--- config.mk ---
export PLATFORM = sky130hd
export DESIGN_NAME = frame_grab_ctrl
export DESIGN_NICKNAME = d
export VERILOG_FILES = /design/src/rtl/frame_grab_ctrl.sv
export SDC_FILE = /design/constraint.sdc
export NUM_CORES = 1
export LEC_CHECK = 0
export BUFFER_PORTS_ARGS = -buffer_cell sky130_fd_sc_hd__buf_2
export CORE_UTILIZATION = 53
export DETAILED_ROUTE_END_ITERATION = 6
export GPL_TIMING_DRIVEN = 1
export HOLD_SLACK_MARGIN = 0.03
export PLACE_DENSITY_LB_ADDON = 0.12
export SETUP_SLACK_MARGIN = 0.4
export SKIP_CTS_REPAIR_TIMING = 1
export SLEW_MARGIN = 40
export SYNTH_ARGS = -nofsm -noshare
export SYNTH_HDL_FRONTEND = slang
export SYNTH_SLANG_ARGS = --single-unit
--- constraint.sdc ---
create_clock -name clk -period 2.55 [get_ports clk]
set_clock_uncertainty 0.15 [all_clocks]
set_input_delay 0.765 -clock clk [delete_from_list [all_inputs] [get_ports clk]]
set_output_delay 0.765 -clock clk [all_outputs]
set_load 0.02 [all_outputs]
--- src/rtl/frame_grab_ctrl.sv ---
// frame_grab_ctrl
// ---------------
// Command-driven sequencer for the camera-to-UART capture path (12 MHz clk).
// It decodes single-byte UART commands and gates the pixel FIFO write side to
// whole frames, using a synchronised frame-valid. It then frames the FIFO
// output for the UART transmitter as:
//   SYNC_BYTE, frame_cnt, pixel bytes..., byte_cnt[7:0], byte_cnt[15:8]
//
// Handshakes:
//   cmd_valid is a one-cycle strobe that qualifies cmd_data.
//   tx_valid is a one-cycle send strobe, raised only while tx_ready is high.
//     After a strobe, at least two low cycles follow, because the UART
//     empty flag reacts with latency.
//   px_ready pops the FIFO. It is only high together with tx_valid while
//     px_valid is high, so each popped byte is the byte sent in that cycle.
//
// Ports:
//   clk, resetn             system clock, synchronous active-low reset
//   cmd_data/cmd_valid      UART receive byte and strobe
//                           ('c' single, 's' stream, 'x' stop)
//   fv_async                raw frame-valid from the pixel clock domain
//   px_data/px_valid        FIFO read data / FIFO not empty
//   px_ready                FIFO pop
//   capture_en              FIFO write gate, high from sof through eof
//   tx_data/tx_valid        byte and strobe to the UART
//   tx_ready                UART idle
//   busy                    high whenever the sequencer is not idle
//   err                     sticky timeout flag for the wait for start of frame
//   frame_cnt               completed frames, wraps 255 -> 0
module frame_grab_ctrl #(
  parameter int unsigned TIMEOUT_CYCLES = 12000000,
  parameter logic [7:0]  SYNC_BYTE      = 8'hA5,
  parameter int unsigned DRAIN_IDLE     = 8
) (
  input  logic       clk,
  input  logic       resetn,
  input  logic [7:0] cmd_data,
  input  logic       cmd_valid,
  input  logic       fv_async,
  input  logic [7:0] px_data,
  input  logic       px_valid,
  output logic       px_ready,
  output logic       capture_en,
  output logic [7:0] tx_data,
  output logic       tx_valid,
  input  logic       tx_ready,
  output logic       busy,
  output logic       err,
  output logic [7:0] frame_cnt
);

  localparam int TW = $clog2(TIMEOUT_CYCLES + 1);
  localparam int DW = $clog2(DRAIN_IDLE + 1);
  localparam logic [TW-1:0] TIMER_LAST = TW'(TIMEOUT_CYCLES - 1);
  localparam logic [DW-1:0] DRAIN_LAST = DW'(DRAIN_IDLE - 1);

  typedef enum logic [2:0] {
    S_IDLE = 3'd0,
    S_ARM  = 3'd1,
    S_HDR0 = 3'd2,
    S_HDR1 = 3'd3,
    S_XFER = 3'd4,
    S_TRL0 = 3'd5,
    S_TRL1 = 3'd6
  } state_t;

  state_t          state_q, state_d;
  logic            fv_s1_q, fv_s2_q, fv_prev_q;
  logic            capture_en_q, capture_en_d;
  logic            err_q, err_d;
  logic [7:0]      frame_cnt_q, frame_cnt_d;
  logic [15:0]     byte_cnt_q, byte_cnt_d;
  logic [TW-1:0]   timer_q, timer_d;
  logic [1:0]      gap_q, gap_d;
  logic [DW-1:0]   idle_cnt_q, idle_cnt_d;
  logic            eof_seen_q, eof_seen_d;
  logic            stream_q, stream_d;
  logic            stop_pend_q, stop_pend_d;

  logic cmd_go, cmd_stop, sof, eof, slot_free, in_frame;

  assign cmd_go    = cmd_valid && ((cmd_data == 8'h63) || (cmd_data == 8'h73));
  assign cmd_stop  = cmd_valid && (cmd_data == 8'h78);
  // fv_prev_q follows the synchronised value in every state. An ARM entered
  // while fv is already high therefore only reacts to the next real rise.
  assign sof       = fv_s2_q && !fv_prev_q;
  assign eof       = !fv_s2_q && fv_prev_q;
  assign slot_free = (gap_q == 2'd0) && tx_ready;
  assign in_frame  = (state_q == S_HDR0) || (state_q == S_HDR1) || (state_q == S_XFER);

  assign busy       = (state_q != S_IDLE);
  assign capture_en = capture_en_q;
  assign err        = err_q;
  assign frame_cnt  = frame_cnt_q;

  always_ff @(posedge clk) begin
    if (!resetn) begin
      state_q      <= S_IDLE;
      fv_s1_q      <= 1'b0;
      fv_s2_q      <= 1'b0;
      fv_prev_q    <= 1'b0;
      capture_en_q <= 1'b0;
      err_q        <= 1'b0;
      frame_cnt_q  <= 8'd0;
      byte_cnt_q   <= 16'd0;
      timer_q      <= '0;
      gap_q        <= 2'd0;
      idle_cnt_q   <= '0;
      eof_seen_q   <= 1'b0;
      stream_q     <= 1'b0;
      stop_pend_q  <= 1'b0;
    end else begin
      state_q      <= state_d;
      fv_s1_q      <= fv_async;
      fv_s2_q      <= fv_s1_q;
      fv_prev_q    <= fv_s2_q;
      capture_en_q <= capture_en_d;
      err_q        <= err_d;
      frame_cnt_q  <= frame_cnt_d;
      byte_cnt_q   <= byte_cnt_d;
      timer_q      <= timer_d;
      gap_q        <= gap_d;
      idle_cnt_q   <= idle_cnt_d;
      eof_seen_q   <= eof_seen_d;
      stream_q     <= stream_d;
      stop_pend_q  <= stop_pend_d;
    end
  end

  always_comb begin
    state_d      = state_q;
    capture_en_d = capture_en_q;
    err_d        = err_q;
    frame_cnt_d  = frame_cnt_q;
    byte_cnt_d   = byte_cnt_q;
    timer_d      = timer_q;
    gap_d        = (gap_q != 2'd0) ? gap_q - 2'd1 : 2'd0;
    idle_cnt_d   = idle_cnt_q;
    eof_seen_d   = eof_seen_q;
    stream_d     = stream_q;
    stop_pend_d  = stop_pend_q;
    tx_valid     = 1'b0;
    tx_data      = 8'd0;
    px_ready     = 1'b0;

    // The end of frame is tracked in the header states too, so that a very
    // short frame whose eof lands before XFER still closes capture.
    // The idle counter starts only after eof and saturates at its final value.
    if (in_frame) begin
      if (eof) begin
        capture_en_d = 1'b0;
        eof_seen_d   = 1'b1;
        idle_cnt_d   = '0;
      end else if (eof_seen_q) begin
        if (px_valid)                      idle_cnt_d = '0;
        else if (idle_cnt_q != DRAIN_LAST) idle_cnt_d = idle_cnt_q + 1'b1;
      end
    end

    if (cmd_stop && (state_q != S_IDLE) && (state_q != S_ARM)) stop_pend_d = 1'b1;

    case (state_q)
      S_IDLE: begin
        if (cmd_go) begin
          state_d     = S_ARM;
          err_d       = 1'b0;
          timer_d     = '0;
          stream_d    = (cmd_data == 8'h73);
          stop_pend_d = 1'b0;
        end
      end
      S_ARM: begin
        if (cmd_stop) begin
          capture_en_d = 1'b0;
          state_d      = S_IDLE;
        end else if (sof) begin
          capture_en_d = 1'b1;
          byte_cnt_d   = 16'd0;
          eof_seen_d   = 1'b0;
          idle_cnt_d   = '0;
          state_d      = S_HDR0;
        end else if (timer_q == TIMER_LAST) begin
          err_d   = 1'b1;
          state_d = S_IDLE;
        end else begin
          timer_d = timer_q + 1'b1;
        end
      end
      S_HDR0: begin
        if (slot_free) begin
          tx_valid = 1'b1;
          tx_data  = SYNC_BYTE;
          gap_d    = 2'd2;
          state_d  = S_HDR1;
        end
      end
      S_HDR1: begin
        if (slot_free) begin
          tx_valid = 1'b1;
          tx_data  = frame_cnt_q;
          gap_d    = 2'd2;
          state_d  = S_XFER;
        end
      end
      S_XFER: begin
        if (slot_free && px_valid) begin
          tx_valid   = 1'b1;
          tx_data    = px_data;
          px_ready   = 1'b1;
          gap_d      = 2'd2;
          byte_cnt_d = byte_cnt_q + 16'd1;
        end
        // Drained once the current cycle is the DRAIN_IDLE-th consecutive
        // empty cycle after eof.
        if (eof_seen_q && !eof && !px_valid && (idle_cnt_q == DRAIN_LAST)) begin
          state_d = S_TRL0;
        end
      end
      S_TRL0: begin
        if (slot_free) begin
          tx_valid = 1'b1;
          tx_data  = byte_cnt_q[7:0];
          gap_d    = 2'd2;
          state_d  = S_TRL1;
        end
      end
      S_TRL1: begin
        if (slot_free) begin
          tx_valid    = 1'b1;
          tx_data     = byte_cnt_q[15:8];
          gap_d       = 2'd2;
          frame_cnt_d = frame_cnt_q + 8'd1;
          eof_seen_d  = 1'b0;
          if (stream_q && !stop_pend_q && !cmd_stop) begin
            state_d = S_ARM;
            timer_d = '0;
          end else begin
            state_d     = S_IDLE;
            stop_pend_d = 1'b0;
          end
        end
      end
      default: state_d = S_IDLE;
    endcase
  end

endmodule

Yosys cells after proc, flatten, opt, wreduce, memory -nomap -nowiden
Cells that the tools add are included.
{"block": "word_totals", "reg_bits": 65, "elab_cells": 147, "output_inout_bits": 21, "inputBits": 22}
{"block": "op_classes", "mux": 65, "add_sub_neg": 5, "reduce_logical": 36, "n_eq_ne": 27}
{"operator": "2-to-1 mux 24 bit", "n": 6}
{"operator": "one-hot mux 24 bit (3 select lines)", "n": 1}
{"operator": "2-to-1 mux 16 bit", "n": 3}
{"operator": "2-to-1 mux 8 bit", "n": 5}
{"operator": "one-hot mux 8 bit (5 select lines)", "n": 1}
{"operator": "2-to-1 mux 4 bit", "n": 8}
{"operator": "one-hot mux 16 bit (2 select lines)", "n": 1}
{"operator": "2-to-1 mux 3 bit", "n": 9}
{"operator": "adder 24 x 1 -> 24 bit (second input constant)", "n": 1}
{"operator": "== test 24 bit (second input constant)", "n": 1}
{"operator": "== test 8 x 7 -> 1 bit (second input constant)", "n": 3}
{"operator": "2-to-1 mux 1 bit", "n": 22}
{"operator": "inequality test 2 bit (second input constant)", "n": 11}
{"operator": "one-hot mux 3 bit (7 select lines)", "n": 1}
{"operator": "adder 16 x 1 -> 16 bit (second input constant)", "n": 1}
{"operator": "AND reduction 7 bit", "n": 2}
{"operator": "logical AND 1 bit", "n": 13}
{"operator": "== test 3 bit (second input constant)", "n": 3}
{"operator": "adder 8 x 1 -> 8 bit (second input constant)", "n": 1}
{"operator": "one-hot mux 1 bit (2 select lines)", "n": 4}
{"operator": "== test 3 x 2 -> 1 bit (second input constant)", "n": 2}
{"operator": "zero test 1 bit", "n": 6}
{"operator": "2-to-1 mux 2 bit", "n": 3}
{"operator": "nonzero test 2 bit", "n": 3}
{"operator": "17 further kinds", "n": 22}

Longest topological paths before layout
Gate-level depths: netlist of run 1.
{"block": "depth", "depth_word": 9, "mapped_depth": 9}

Worst setup path after synthesis of run 1
OpenSTA, ideal clock, no wires.
{"block": "synth_timing", "kind": "input -> output", "start": "in tx_ready", "end": "out tx_data[3]", "t_required_ns": 1.635, "path_stages": 4, "slack_ns": -0.475, "arrival_ns": 2.110, "n_path_buf": 1, "cell_sequence": "or3b_1 -> clkbuf_1 -> a311o_1 -> a21oi_1"}
{"block": "synth_between", "elab_chain_len": 4, "elab_cells_between_ends": 7}
{"item": "start, declared", "line_no": "46", "source": "input logic tx_ready,"}
{"item": "logical AND 1 bit (*)", "line_no": "88", "source": "assign slot_free = (gap_q == 2'd0) && tx_ready;"}
{"item": "logical AND 1 bit", "line_no": "206", "source": "if (slot_free && px_valid) begin"}
{"item": "2-to-1 mux 8 bit", "line_no": "206"}
{"item": "one-hot mux 8 bit (5 select lines) (*)", "line_no": "162", "source": "case (state_q)"}
{"item": "end, declared", "line_no": "44", "source": "output logic [7:0] tx_data,"}
Every way passes the cells marked *; elsewhere a longest branch is shown, timed or not.

Final worst setup path of run 1
{"block": "layout_timing", "start": "in tx_ready", "end": "out tx_data[4]"}
The elaborated chain is that of the path after synthesis.

==> results of run 1 <==
cells in the final DEF, fill, tap and decap left out, types with 5 or more instances in the layout:
cell	synthesis	final
sky130_fd_sc_hd__buf_2	7	29
sky130_fd_sc_hd__o21ai_0	20	15
sky130_fd_sc_hd__nor2_1	24	22
sky130_fd_sc_hd__and2_1	8	6
sky130_fd_sc_hd__or3_1	11	11
sky130_fd_sc_hd__and3_1	7	6
sky130_fd_sc_hd__a21oi_1	60	53
sky130_fd_sc_hd__o21ai_1	2	6
sky130_fd_sc_hd__a21oi_2	2	5
sky130_fd_sc_hd__nand3_1	18	18
sky130_fd_sc_hd__nor2b_1	10	8
sky130_fd_sc_hd__dfxtp_2	0	5
sky130_fd_sc_hd__dfxtp_1	65	58
sky130_fd_sc_hd__nand2_1	36	36
sky130_fd_sc_hd__a22oi_1	8	6
sky130_fd_sc_hd__nand4_1	16	16
sky130_fd_sc_hd__clkbuf_8	0	10
sky130_fd_sc_hd__buf_6	4	11
sky130_fd_sc_hd__buf_4	3	33
sky130_fd_sc_hd__nor3_1	9	7
sky130_fd_sc_hd__or4_1	29	28
sky130_fd_sc_hd__inv_1	12	12
sky130_fd_sc_hd__o31ai_1	30	30
logic make-up after synthesis:
kind of cell,count (synthesis)
AO/OA/AOI/OAI,144
multiplexers,2
XOR/XNOR,7
adder cells (fa/ha/maj),4
buffers and inverters,43
flip-flops,65
AND/OR/NAND/NOR,201
worst paths after layout:
kind | slack (ns) | end | from | depth (start not counted)
max | -0.29 | tx_data[4] | tx_ready | 5
max reg2reg | 0.24 | timer_q[16]$_SDFFE_PN0P_ | gap_q[1]$_SDFF_PN0_ | 7
min reg2reg | 0.29 | fv_s2_q$_SDFF_PN0_ | fv_s1_q$_SDFF_PN0_ | 1
min | 0.29 | fv_s2_q$_SDFF_PN0_ | fv_s1_q$_SDFF_PN0_ | 1
cell type report:
type                       instances  share of cell area [%]
inverter                          12                   0.944
clock buffer                      11                    2.96
tap                               96                    2.52
sequential                        65                    27.6
multi-input combinational        359                    50.9
timing repair buffer              81                    14.0
clock inverter                     5                    1.15
routing by layer:
metal / global-route usage, % / routed length [µm]
met2: 38.5 / 4600
met5: 0 / 0
met1: 39.3 / 4920
met4: 5.45 / 133
met3: 6.00 / 523
worst reg2reg max path, cell delays in order, from the launching register on:
cell and delay (ns):
sky130_fd_sc_hd__dfxtp_1 0.34, sky130_fd_sc_hd__or3b_4 0.41, sky130_fd_sc_hd__buf_4 0.20, sky130_fd_sc_hd__a22oi_4 0.19
sky130_fd_sc_hd__nand4_4 0.10, sky130_fd_sc_hd__buf_12 0.19, sky130_fd_sc_hd__or4_1 0.52, sky130_fd_sc_hd__a21oi_1 0.15
flip-flops by register name, summed over array words and instances, names as in the netlist:
| register | cells |
|---|---|
| err | 1 |
| stop_pend_q | 1 |
| byte_cnt_q | 16 |
| fv_s2_q | 1 |
| gap_q | 2 |
| capture_en | 1 |
| stream_q | 1 |
| fv_s1_q | 1 |
| frame_cnt | 8 |
| state_q | 3 |
| fv_prev_q | 1 |
| idle_cnt_q | 4 |
| eof_seen_q | 1 |
| timer_q | 24 |
report_power, final:
| group | internal [µW] | leakage, µW | switching, µW | total, µW |
|---|---|---|---|---|
| Sequential | 1020 | 0.000528 | 15.5 | 1040 |
| Clock | 475 | 0.0000953 | 409 | 884 |
| Combinational | 113 | 0.00103 | 138 | 252 |
metrics by stage:
stage / worst slack, ns / TNS, ns / utilization (%)
after floorplan: -0.265 / -1.03 / -
after global placement: -0.279 / -4.64 / 62.2
after detailed placement: -0.278 / -4.83 / 62.2
after CTS: -0.281 / -1.97 / 65.1
after global routing: -0.307 / -1.47 / 69.9
final: -0.286 / -1.26 / 69.9
==> results summary, run 1 <==
For this run, the slowest stage of the critical path takes about 0.45 ns. sky130_fd_sc_hd__dfxtp_1 takes more of the synthesized area than any other cell. The peak fanout along the critical path came out at 3.

The number of buffers created by CTS came out at 9. The largest individual stage delay along the critical path comes from the cell sky130_fd_sc_hd__a311o_2. The detailed-route DRC error count came out at 0.

In the post-synthesis netlist, the biggest area contributors are sky130_fd_sc_hd__dfxtp_1 (35%), sky130_fd_sc_hd__a21oi_1 (8.0%), sky130_fd_sc_hd__o31ai_1 (6.0%). The number of nets in the synthesized netlist is 492. The total I/O pin count is 43. Measured against the total synthesized area, the mux share comes to less than 1%. The shortest clock period the worst path allows after layout came out at around 2.8 ns. The die height is 86.3 µm.

The via count came out at 3963. The number of non-filler instances in the completed layout came out at 629. The total power came out at 2170 µW. Hold timing on the final database bottoms out at a slack of roughly 0.29 ns.

The wire length of the first global-routing pass is 15600 µm. The critical path goes through buf_6, or3b_4, a311o_2, a21oi_4, buf_6. The static leakage came out at 0.00165 µW. The maximum clock insertion buffer count came out at 2. The cell that appears most often on the critical path is sky130_fd_sc_hd__buf_6. The global route total overflow is 0. The count of routing violations after the opening detailed-route iteration is roughly 260. The max-slew violation count is 0. In this run the worst hold path is classified as reg2reg. The transition time at the pin with the least slew margin is ~0.46 ns. The primary flip-flop cell chosen by synthesis mapping is sky130_fd_sc_hd__dfxtp_1. The hold violation count in the final report came out at 0. The data required time at the worst endpoint is 1.64 ns. By area, the combinational part of the netlist is dominated by simple AND/OR/NAND/NOR gates. The area taken by flip-flops and latches is around 1300 µm². The post-synthesis adder-cell area fraction came out at 1.33%.

The number of global-route vias before repair is between 3000 and 4000. Synthesis inferred 65 register bits. The routed via count divided by cell count came out at 6.30. Sorting the synthesized cells by how often they occur yields sky130_fd_sc_hd__dfxtp_1 (65), sky130_fd_sc_hd__a21oi_1 (60), sky130_fd_sc_hd__nand2_1 (36), sky130_fd_sc_hd__o31ai_1 (30), sky130_fd_sc_hd__or4_1 (29). The footprint of the multi-input gates came out at roughly 2400 µm². The total of warnings raised by yosys is 0. The clock latency on the worst-skew pair is 0.35 ns. The number of maximum-capacitance violations came out at 0. The H-tree level count is 3. The total global routing track utilization is 26.3%.

Setup repair after global routing could not meet its margin everywhere. The share of the synthesized netlist area taken by xor and xnor gates came out at 1.63%. Setup violations remaining at the end of the flow were counted as 9. The die covers about 7500 µm².

The total power divided by cell area is about 460 nW/µm². CTS saw 65 sinks. Clock tree synthesis selected as its root buffer the cell sky130_fd_sc_hd__clkbuf_8. Relative to the synthesized area, the layout overhead comes to 26.6%.

The TritonCTS clock tree is done. Based on the critical path, the design can be clocked at up to roughly 350 MHz. The initial antenna violation count came out at 0. The final antenna diode count is 0. The routability congestion estimate came out at 0.848.

Detailed placement finished with a half-perimeter wire length of between 6000 and 7000 µm. Across all setup checks in the final design, the least slack found is -0.286 ns. Among all cell types in the netlist, the one instantiated most often is sky130_fd_sc_hd__dfxtp_1. The share of final-layout standard cells stronger than drive strength 1 is 27.8%.

In this design, the largest share of critical-path delay is due to compound AO/OA/AOI/OAI gates. The final wirelength came out at between 10000 and 15000 µm. During placement, the flow inserted port buffers numbering 42. Counting flops with a built-in enable in the synthesized netlist gives 0. In this run the remaining antenna-violating nets after routing total 0. The instance area at placement came out at 4250 µm². After floorplanning, the core was divided into 30 placement rows. The complex-gate fraction of the synthesized area is 24.0%. The net count of the finished layout is 554. The starting utilization of the core area came out at 55.2%. The instance count after placement with tap cells included came out at 600.

In the final routed layout, each cell accounts on average for roughly 16 µm. Before antenna repair, the detailed router went through 5 iterations. Sequential elements use between 30 and 40% of the synthesized area. STA classifies the critical path endpoint as a primary output. The per-instance average area after synthesis is 8.09 µm². The pin count of the biggest net entering global routing came out at 45. The worst vdd rail ir drop is approximately 0.00038 V. The x dimension of the die came out at 86.3 µm. The design area is between 4000 and 5000 µm². After filler insertion, the fill cell instance count of the layout stands at 570. After synthesis, the share of flip-flops with an asynchronous set or reset is 0%.

The post-route clock period utilization came out at 111%. After Yosys synthesis, and, or, nand and nor cells account for 32.3% of the synthesized area. The final reports fail on negative setup slack. The count of distinct cell types in the synthesized netlist is 58. Of the post-synthesis cell area, the dominant cell type holds about a third.

The synthesized netlist cell count came out at ~470. The critical path buffer and inverter count is 2. The region available for standard cell placement spans approximately 7000 µm². The clock-pin slew on the worst setup and hold paths is 0.07 ns. The run finished, with violations left. The relative slew slack is 69.4%. The type of element launching the critical path is an input port. The arrival time at the worst endpoint is between 1.5 and 2 ns. The netlist area before placement came out at around 3800 µm². By startpoint and endpoint, the worst setup path is classified as in2out.
Note: power is estimated with default switching activity, not from simulation.
==> run 2, diff against run 1 <==
--- a/config.mk
+++ b/config.mk
@@ -6,13 +6,13 @@
 export NUM_CORES = 1
 export LEC_CHECK = 0
 export BUFFER_PORTS_ARGS = -buffer_cell sky130_fd_sc_hd__buf_2
-export CORE_UTILIZATION = 53
+export CORE_UTILIZATION = 55
+export CTS_BUF_LIST = sky130_fd_sc_hd__clkbuf_4
 export DETAILED_ROUTE_END_ITERATION = 6
 export GPL_TIMING_DRIVEN = 1
 export HOLD_SLACK_MARGIN = 0.03
 export PLACE_DENSITY_LB_ADDON = 0.12
 export SETUP_SLACK_MARGIN = 0.4
-export SKIP_CTS_REPAIR_TIMING = 1
 export SLEW_MARGIN = 40
 export SYNTH_ARGS = -nofsm -noshare
 export SYNTH_HDL_FRONTEND = slang
==> run 2 against run 1 <==
The flow still finishes with violations (negative setup slack). Global-route usage rose by 4.2 points. Via count rose by 4.6%. Clock power fell by 8.1%. Power rose by 2.6%. Die area fell by 3.6%. Hold slack improved by 0.0059 ns. Clock-buffer cell count fell by 1. Largest cell class unchanged.
==> results summary, run 2 (synthesized netlist as in run 1, its figures left out) <==
The first-pass iteration count of the detailed router came out at 5 (unchanged). The transition time at the pin with the least slew margin is 0.496 ns (was 0.458 ns). The initial antenna violation count is 0 (unchanged). The relative slew slack came out at 66.9% (was 69.4%). The detailed-route DRC error count came out at 0 (unchanged).

The number of endpoints failing setup at the final stage came out at 10 (was 9). The data required time at the worst endpoint is 1.64 ns (about the same). The instance count after placement with tap cells included is 580 (was 600).

Cells along the critical path: buf_6, or3b_4, a311o_2, a21oi_4, buf_6 (unchanged). The most frequent standard cell in the layout excluding fill and tap cells was sky130_fd_sc_hd__dfxtp_1 (unchanged). The arrival time at the worst endpoint is 1.93 ns (was 1.92 ns).

The post-route clock period utilization is 111% (about the same). The area overhead of the layout relative to synthesis is 35.6% (was 26.6%). The peak per-stage delay on the critical path was 0.41 ns (was 0.45 ns). The critical path buffer and inverter count is 2 (unchanged). The total of buffers placed on input and output ports came out at 42 (unchanged).

The most flop-heavy register is timer_q (unchanged). The die outline area was 7190 µm² (was 7450 µm²). The remaining antenna violation count after routing came out at 0 (unchanged). The hold violation count in the final report is 0 (unchanged).

The total I/O pin count is 43 (unchanged). The routability congestion estimate came to 0.893 (was 0.848). The wire length of the first global-routing pass is 17400 µm (was 15600 µm).

The H-tree level count is 3 (unchanged). The floorplan row count is 29 (was 30). The number of non-filler instances in the completed layout is 615 (was 629). The nature of the critical path endpoint is a primary output (unchanged).

The die height is 84.8 µm (was 86.3 µm). The most repeated library cell on the critical path is sky130_fd_sc_hd__buf_6 (unchanged). The final wirelength was 11600 µm (was 10200 µm). The average detailed-routed wire length per instance came to 18.9 µm (was 16.2 µm).

The static leakage came out at 0.00178 µW (was 0.00165 µW). The worst vdd rail ir drop is 0.000310 V (was 0.000380 V). The smallest hold slack came to 0.294 ns (was 0.289 ns).

Unrepaired setup endpoints after global routing: true (unchanged). The peak fanout along the critical path came to 3 (unchanged). The setup slack on the worst flop-to-flop path came out at -0.02 ns (was 0.24 ns). The type of the worst min-delay path is reg2reg (unchanged). The clock root buffer master is sky130_fd_sc_hd__clkbuf_4 (was sky130_fd_sc_hd__clkbuf_8). The TritonCTS clock tree is done (unchanged). The share of final-layout standard cells stronger than drive strength 1 came to 36.6% (was 27.8%). The starting utilization of the core area came out at 58.0% (was 55.2%).

The number of buffers created by CTS is 9 (unchanged). The path type of the worst setup path was in2out (unchanged). For this design, the CTS-stage hold fixing added 0 buffers. The routed via count divided by cell count came out at 6.74 (was 6.30). The global route total overflow is 0 (unchanged).

The top cell family by delay on the critical path is compound AO/OA/AOI/OAI gates (unchanged). The final net count is 559 (was 554). The shortest clock period the worst path allows after layout came out at 2.84 ns (about the same). The standard cell with the maximum stage delay on the critical path is sky130_fd_sc_hd__a311o_2 (unchanged).

The core box area is 6490 µm² (was 6830 µm²). The final antenna diode count came to 0 (unchanged). The total power is 2230 µW (was 2170 µW). The type of element launching the critical path is an input port (unchanged).

The clock-pin slew on the worst setup and hold paths is 0.12 ns (was 0.07 ns). The number of flip-flops in the largest register came out at 24 (unchanged). The setup slack of the critical path after layout is -0.293 ns (was -0.286 ns).

The via count is 4145 (was 3963). The total power divided by cell area is 436 nW/µm² (was 455 nW/µm²). Outcome: complete, but fails checks (unchanged). Highest-count cells in the layout ignoring fill and taps: sky130_fd_sc_hd__dfxtp_1 (58), sky130_fd_sc_hd__nand2_1 (36), sky130_fd_sc_hd__a21oi_1 (34) (was sky130_fd_sc_hd__dfxtp_1 (58), sky130_fd_sc_hd__a21oi_1 (53), sky130_fd_sc_hd__nand2_1 (36)). The number of clock sinks seen by CTS came to 65 (unchanged). The timing-limited maximum frequency was 352 MHz (was 353 MHz). Violated checks: negative setup slack (unchanged).

The clock latency on the worst-skew pair is 0.42 ns (was 0.35 ns). The number of maximum-capacitance violations came to 0 (unchanged). The maximum clock insertion buffer count came out at 2 (unchanged). The pin count of the biggest net entering global routing came out at 33 (was 45).

The max-slew violation count is 0 (unchanged). The number of global-route vias before repair is 3544 (was 3226). The count of routing violations after the opening detailed-route iteration is 441 (was 256). The x dimension of the die came to 84.8 µm (was 86.3 µm).

The total global routing track utilization is 30.5% (was 26.3%). The post-DP HPWL is 6860 µm (was 6570 µm).
==> run 2: cell count changes in the layout (fill, tap and decap cells not counted), sizes merged <==
cell    previous run  this run
buf               78        84
clkbuf            14        10
bufbuf             0         2
bufinv             1         2
==> run 2: worst paths after layout <==
path / from / end / cells after the start
worst min register to register: fv_s1_q$_SDFF_PN0_ / fv_s2_q$_SDFF_PN0_ / 1
worst max register to register: gap_q[1]$_SDFF_PN0_ / timer_q[10]$_SDFFE_PN0P_ / 9
worst min-delay path: fv_s1_q$_SDFF_PN0_ / fv_s2_q$_SDFF_PN0_ / 1
worst max-delay path: tx_ready / tx_data[3] / 5
==> run 2: per-stage QoR <==
stage	TNS [ns]	setup slack [ns]	util (%)	instance area [µm²]
floorplan	-1.03	-0.265	-	3890
global placement	-3.67	-0.272	65.0	4220
detailed placement	-4.97	-0.288	65.0	4220
CTS	-1.37	-0.286	72.1	4680
global route	-1.90	-0.308	78.7	5110
finish	-1.62	-0.293	78.7	5110
==> run 2: final cells by class <==
cell class	count	area, µm²
clock buffers	10	75.1
inverters	12	45.0
well taps	77	96.3
fillers	411	1390
repair buffers	86	815
multi-input cells	359	2670
clock inverters	6	92.6
flip-flops and latches	65	1320
==> run 2: routing by layer <==
metal / part of all wire (%) / routed length (µm) / GRT usage (%) / up-vias
met5: 0 / 0 / 0 / -
met4: 2.5 / 294 / 10.5 / 0
met3: 8.2 / 952 / 6.10 / 39
met2: 46 / 5360 / 46.4 / 231
met1: 43 / 5020 / 43.0 / 1957
li1: - / - / - / 1918
==> run 2: where the power goes <==
part | internal [µW] | total, µW | leakage, µW | switching [µW]
logic | 200 | 384 | 0.00117 | 183
registers | 1020 | 1030 | 0.000529 | 13.4
clock network | 411 | 812 | 0.0000828 | 401
==> run 2: worst reg2reg max path, cell delays in order (launching register included) <==
cell and delay, ns:
sky130_fd_sc_hd__dfxtp_1 0.36, sky130_fd_sc_hd__or3b_4 0.42, sky130_fd_sc_hd__buf_4 0.15, sky130_fd_sc_hd__buf_12 0.14
sky130_fd_sc_hd__a22oi_4 0.18, sky130_fd_sc_hd__nand4_4 0.18, sky130_fd_sc_hd__buf_6 0.19, sky130_fd_sc_hd__bufbuf_16 0.27
sky130_fd_sc_hd__or3_4 0.33, sky130_fd_sc_hd__a21oi_2 0.15
==> run 2: timing repair <==
item | in CTS | in global routing
gates cloned | 5 | 1
setup buffers | 6 | 7
resized for setup | 29 | 98
setup endpoints to repair | 48 | 52
pin swaps | 7 | 13
==> run 3, diff against run 2 <==
--- a/config.mk
+++ b/config.mk
@@ -12,7 +12,6 @@
 export GPL_TIMING_DRIVEN = 1
 export HOLD_SLACK_MARGIN = 0.03
 export PLACE_DENSITY_LB_ADDON = 0.12
-export SETUP_SLACK_MARGIN = 0.4
 export SLEW_MARGIN = 40
 export SYNTH_ARGS = -nofsm -noshare
 export SYNTH_HDL_FRONTEND = slang
==> run 3 against run 2 <==
The run still ends with negative setup slack left. Combinational power decreased by 41%. Setup slack better by 0.039 ns. Via count down 5.9%. Register-to-register slack better by 0.22 ns. Power is 12% lower. Critical path type unchanged. Highest routed layer unchanged.
==> results summary, run 3 (synthesized netlist as in run 1, its figures left out) <==
The wire length of the first global-routing pass is 16500 µm (was 17400 µm). The shortest clock period the worst path allows after layout came out at 2.80 ns (was 2.84 ns). The peak fanout along the critical path came out at 3 (unchanged). The worst vdd rail ir drop is 0.000297 V (was 0.000310 V). The detailed-route DRC error count is 0 (unchanged). The total power divided by cell area was 426 nW/µm² (was 436 nW/µm²). The post-DP HPWL is 6940 µm (was 6860 µm). The area overhead of the layout relative to synthesis is 22.1% (was 35.6%). The pin count of the biggest net entering global routing came out at 47 (was 33). The number of flip-flops in the largest register came out at 24 (unchanged). Outcome: complete, but fails checks (unchanged). Violated checks: negative setup slack (unchanged). The number of non-filler instances in the completed layout is 610 (was 615). The most repeated library cell on the critical path was sky130_fd_sc_hd__buf_6 (unchanged). The total global routing track utilization is 28.7% (was 30.5%). The floorplan row count is 29 (unchanged). The type of element launching the critical path was an input port (unchanged). The most frequent standard cell in the layout excluding fill and tap cells is sky130_fd_sc_hd__dfxtp_1 (unchanged). The setup slack of the critical path after layout came out at -0.254 ns (was -0.293 ns). Unrepaired setup endpoints after global routing: true (unchanged). The number of maximum-capacitance violations came out at 0 (unchanged). The most flop-heavy register is timer_q (unchanged). The clock-pin slew on the worst setup and hold paths is 0.11 ns (was 0.12 ns). The number of endpoints failing setup at the final stage is 9 (was 10). The post-placement setup slack came to -0.291 ns (was -0.288 ns).

The relative slew slack came out at 69.9% (was 66.9%). The average detailed-routed wire length per instance came out at 16.8 µm (was 18.9 µm). The final wirelength is 10200 µm (was 11600 µm). The top cell family by delay on the critical path is compound AO/OA/AOI/OAI gates (unchanged). The path type of the worst setup path is in2out (unchanged). The first-pass iteration count of the detailed router came out at 4 (was 5). The max-slew violation count is 0 (unchanged). The arrival time at the worst endpoint was 1.89 ns (was 1.93 ns). The share of final-layout standard cells stronger than drive strength 1 came out at 25.1% (was 36.6%).

The clock latency on the worst-skew pair is 0.42 ns (about the same). The core box area is 6490 µm² (unchanged). The timing-limited maximum frequency is 357 MHz (was 352 MHz). The hold violation count in the final report is 0 (unchanged). The die outline area is 7190 µm² (unchanged). The total of buffers placed on input and output ports is 42 (unchanged). The peak per-stage delay on the critical path is 0.41 ns (about the same).

The summed negative setup slack over all endpoints came out at -1.12 ns (was -1.62 ns). The via count came out at 3901 (was 4145). The routability congestion estimate came out at 0.876 (was 0.893). The count of routing violations after the opening detailed-route iteration is 310 (was 441). The global route total overflow came out at 0 (unchanged).

The instance area at placement came out at 4210 µm² (was 4220 µm²). The data required time at the worst endpoint came to 1.64 ns (about the same). The final net count is 554 (was 559). The final antenna diode count came out at 0 (unchanged).

The standard cell with the maximum stage delay on the critical path was sky130_fd_sc_hd__a311o_2 (unchanged). The design area is 4600 µm² (was 5110 µm²). The critical path buffer and inverter count is 2 (unchanged). The number of buffers created by CTS came out at 9 (unchanged). Cells along the critical path: buf_6, or3b_4, a311o_2, a21oi_4, buf_6 (unchanged). The maximum clock insertion buffer count came out at 2 (unchanged). The instance count after placement with tap cells included came out at 582 (was 580). The die height is 84.8 µm (unchanged). The transition time at the pin with the least slew margin came out at 0.451 ns (was 0.496 ns). The total I/O pin count came out at 43 (unchanged).

The number of clock sinks seen by CTS came out at 65 (unchanged). The routed via count divided by cell count was 6.40 (was 6.74). The x dimension of the die came out at 84.8 µm (unchanged).

Highest-count cells in the layout ignoring fill and taps: sky130_fd_sc_hd__dfxtp_1 (60), sky130_fd_sc_hd__a21oi_1 (55), sky130_fd_sc_hd__buf_4 (38) (was sky130_fd_sc_hd__dfxtp_1 (58), sky130_fd_sc_hd__nand2_1 (36), sky130_fd_sc_hd__a21oi_1 (34)). The static leakage came out at 0.00160 µW (was 0.00178 µW). The starting utilization of the core area came out at 58.0% (unchanged).

The clock root buffer master is sky130_fd_sc_hd__clkbuf_4 (unchanged). The remaining antenna violation count after routing is 0 (unchanged). The nature of the critical path endpoint is a primary output (unchanged). The number of hold buffers added after cts was 0 (unchanged).

The type of the worst min-delay path is reg2reg (unchanged). The end-of-flow core utilization is 70.8% (was 78.7%). The number of global-route vias before repair is 3357 (was 3544). The H-tree level count is 3 (unchanged). The initial antenna violation count was 0 (unchanged). The post-route clock period utilization was 110% (was 111%). The TritonCTS clock tree was done (unchanged).
run 3: what timing repair did:
item                       4_1_cts  5_1_grt
setup buffers                    2        9
gates resized for setup         30       19
gates cloned                     1        1
setup endpoints to repair       10       10
pin swaps                        3        9
run 3: cell type report:
type	count	area (µm²)
Clock inverter	6	58.8
Inverter	12	45.0
Clock buffer	10	75.1
Fill cell	519	1890
Sequential cell	65	1320
Multi-Input combinational cell	359	2380
Tap cell	77	96.3
Timing Repair Buffer	81	631
run 3: power breakdown:
part / switching, µW / leakage (µW) / internal (µW) / total (µW)
combinational: 131 / 0.00101 / 96.6 / 228
clock: 395 / 0.0000698 / 303 / 698
sequential: 13.2 / 0.000527 / 1020 / 1040
total: 539 / 0.00160 / 1420 / 1960
run 3: metal layers:
metal | wire length (µm) | track usage [%] | part of all wire [%] | up-vias
met2 | 4660 | 42.9 | 45 | 140
met3 | 613 | 6.78 | 6.0 | 14
li1 | - | - | - | 1908
met4 | 146 | 7.09 | 1.4 | 0
met1 | 4820 | 41.6 | 47 | 1839
met5 | 0 | 0 | 0 | -
run 3: worst reg2reg max path, stage by stage (launching register included):
cell and delay [ns]:
sky130_fd_sc_hd__dfxtp_4 0.39, sky130_fd_sc_hd__buf_4 0.15, sky130_fd_sc_hd__and3b_2 0.25, sky130_fd_sc_hd__buf_4 0.17, sky130_fd_sc_hd__a22oi_4 0.20, sky130_fd_sc_hd__nand4_4 0.10
sky130_fd_sc_hd__buf_12 0.19, sky130_fd_sc_hd__or4_1 0.52, sky130_fd_sc_hd__a21oi_1 0.16
run 3: per-stage QoR:
stage / hold WS (ns) / total power, µW
after global routing: 0.317 / 2040
after global placement: 0.268 / 1270
after floorplan: 0.262 / 1200
after detailed placement: 0.274 / 1270
after CTS: 0.304 / 1960
final: 0.302 / 1960
run 3: path summary, 6_finish.rpt:
path	slack, ns	endpoint	cells past startpoint	startpoint
max reg2reg	0.20	timer_q[20]$_SDFFE_PN0P_	8	state_q[1]$_SDFFE_PN0P_
min reg2reg	0.30	fv_s2_q$_SDFF_PN0_	1	fv_s1_q$_SDFF_PN0_
max	-0.25	tx_data[3]	5	tx_ready
min	0.30	fv_s2_q$_SDFF_PN0_	1	fv_s1_q$_SDFF_PN0_
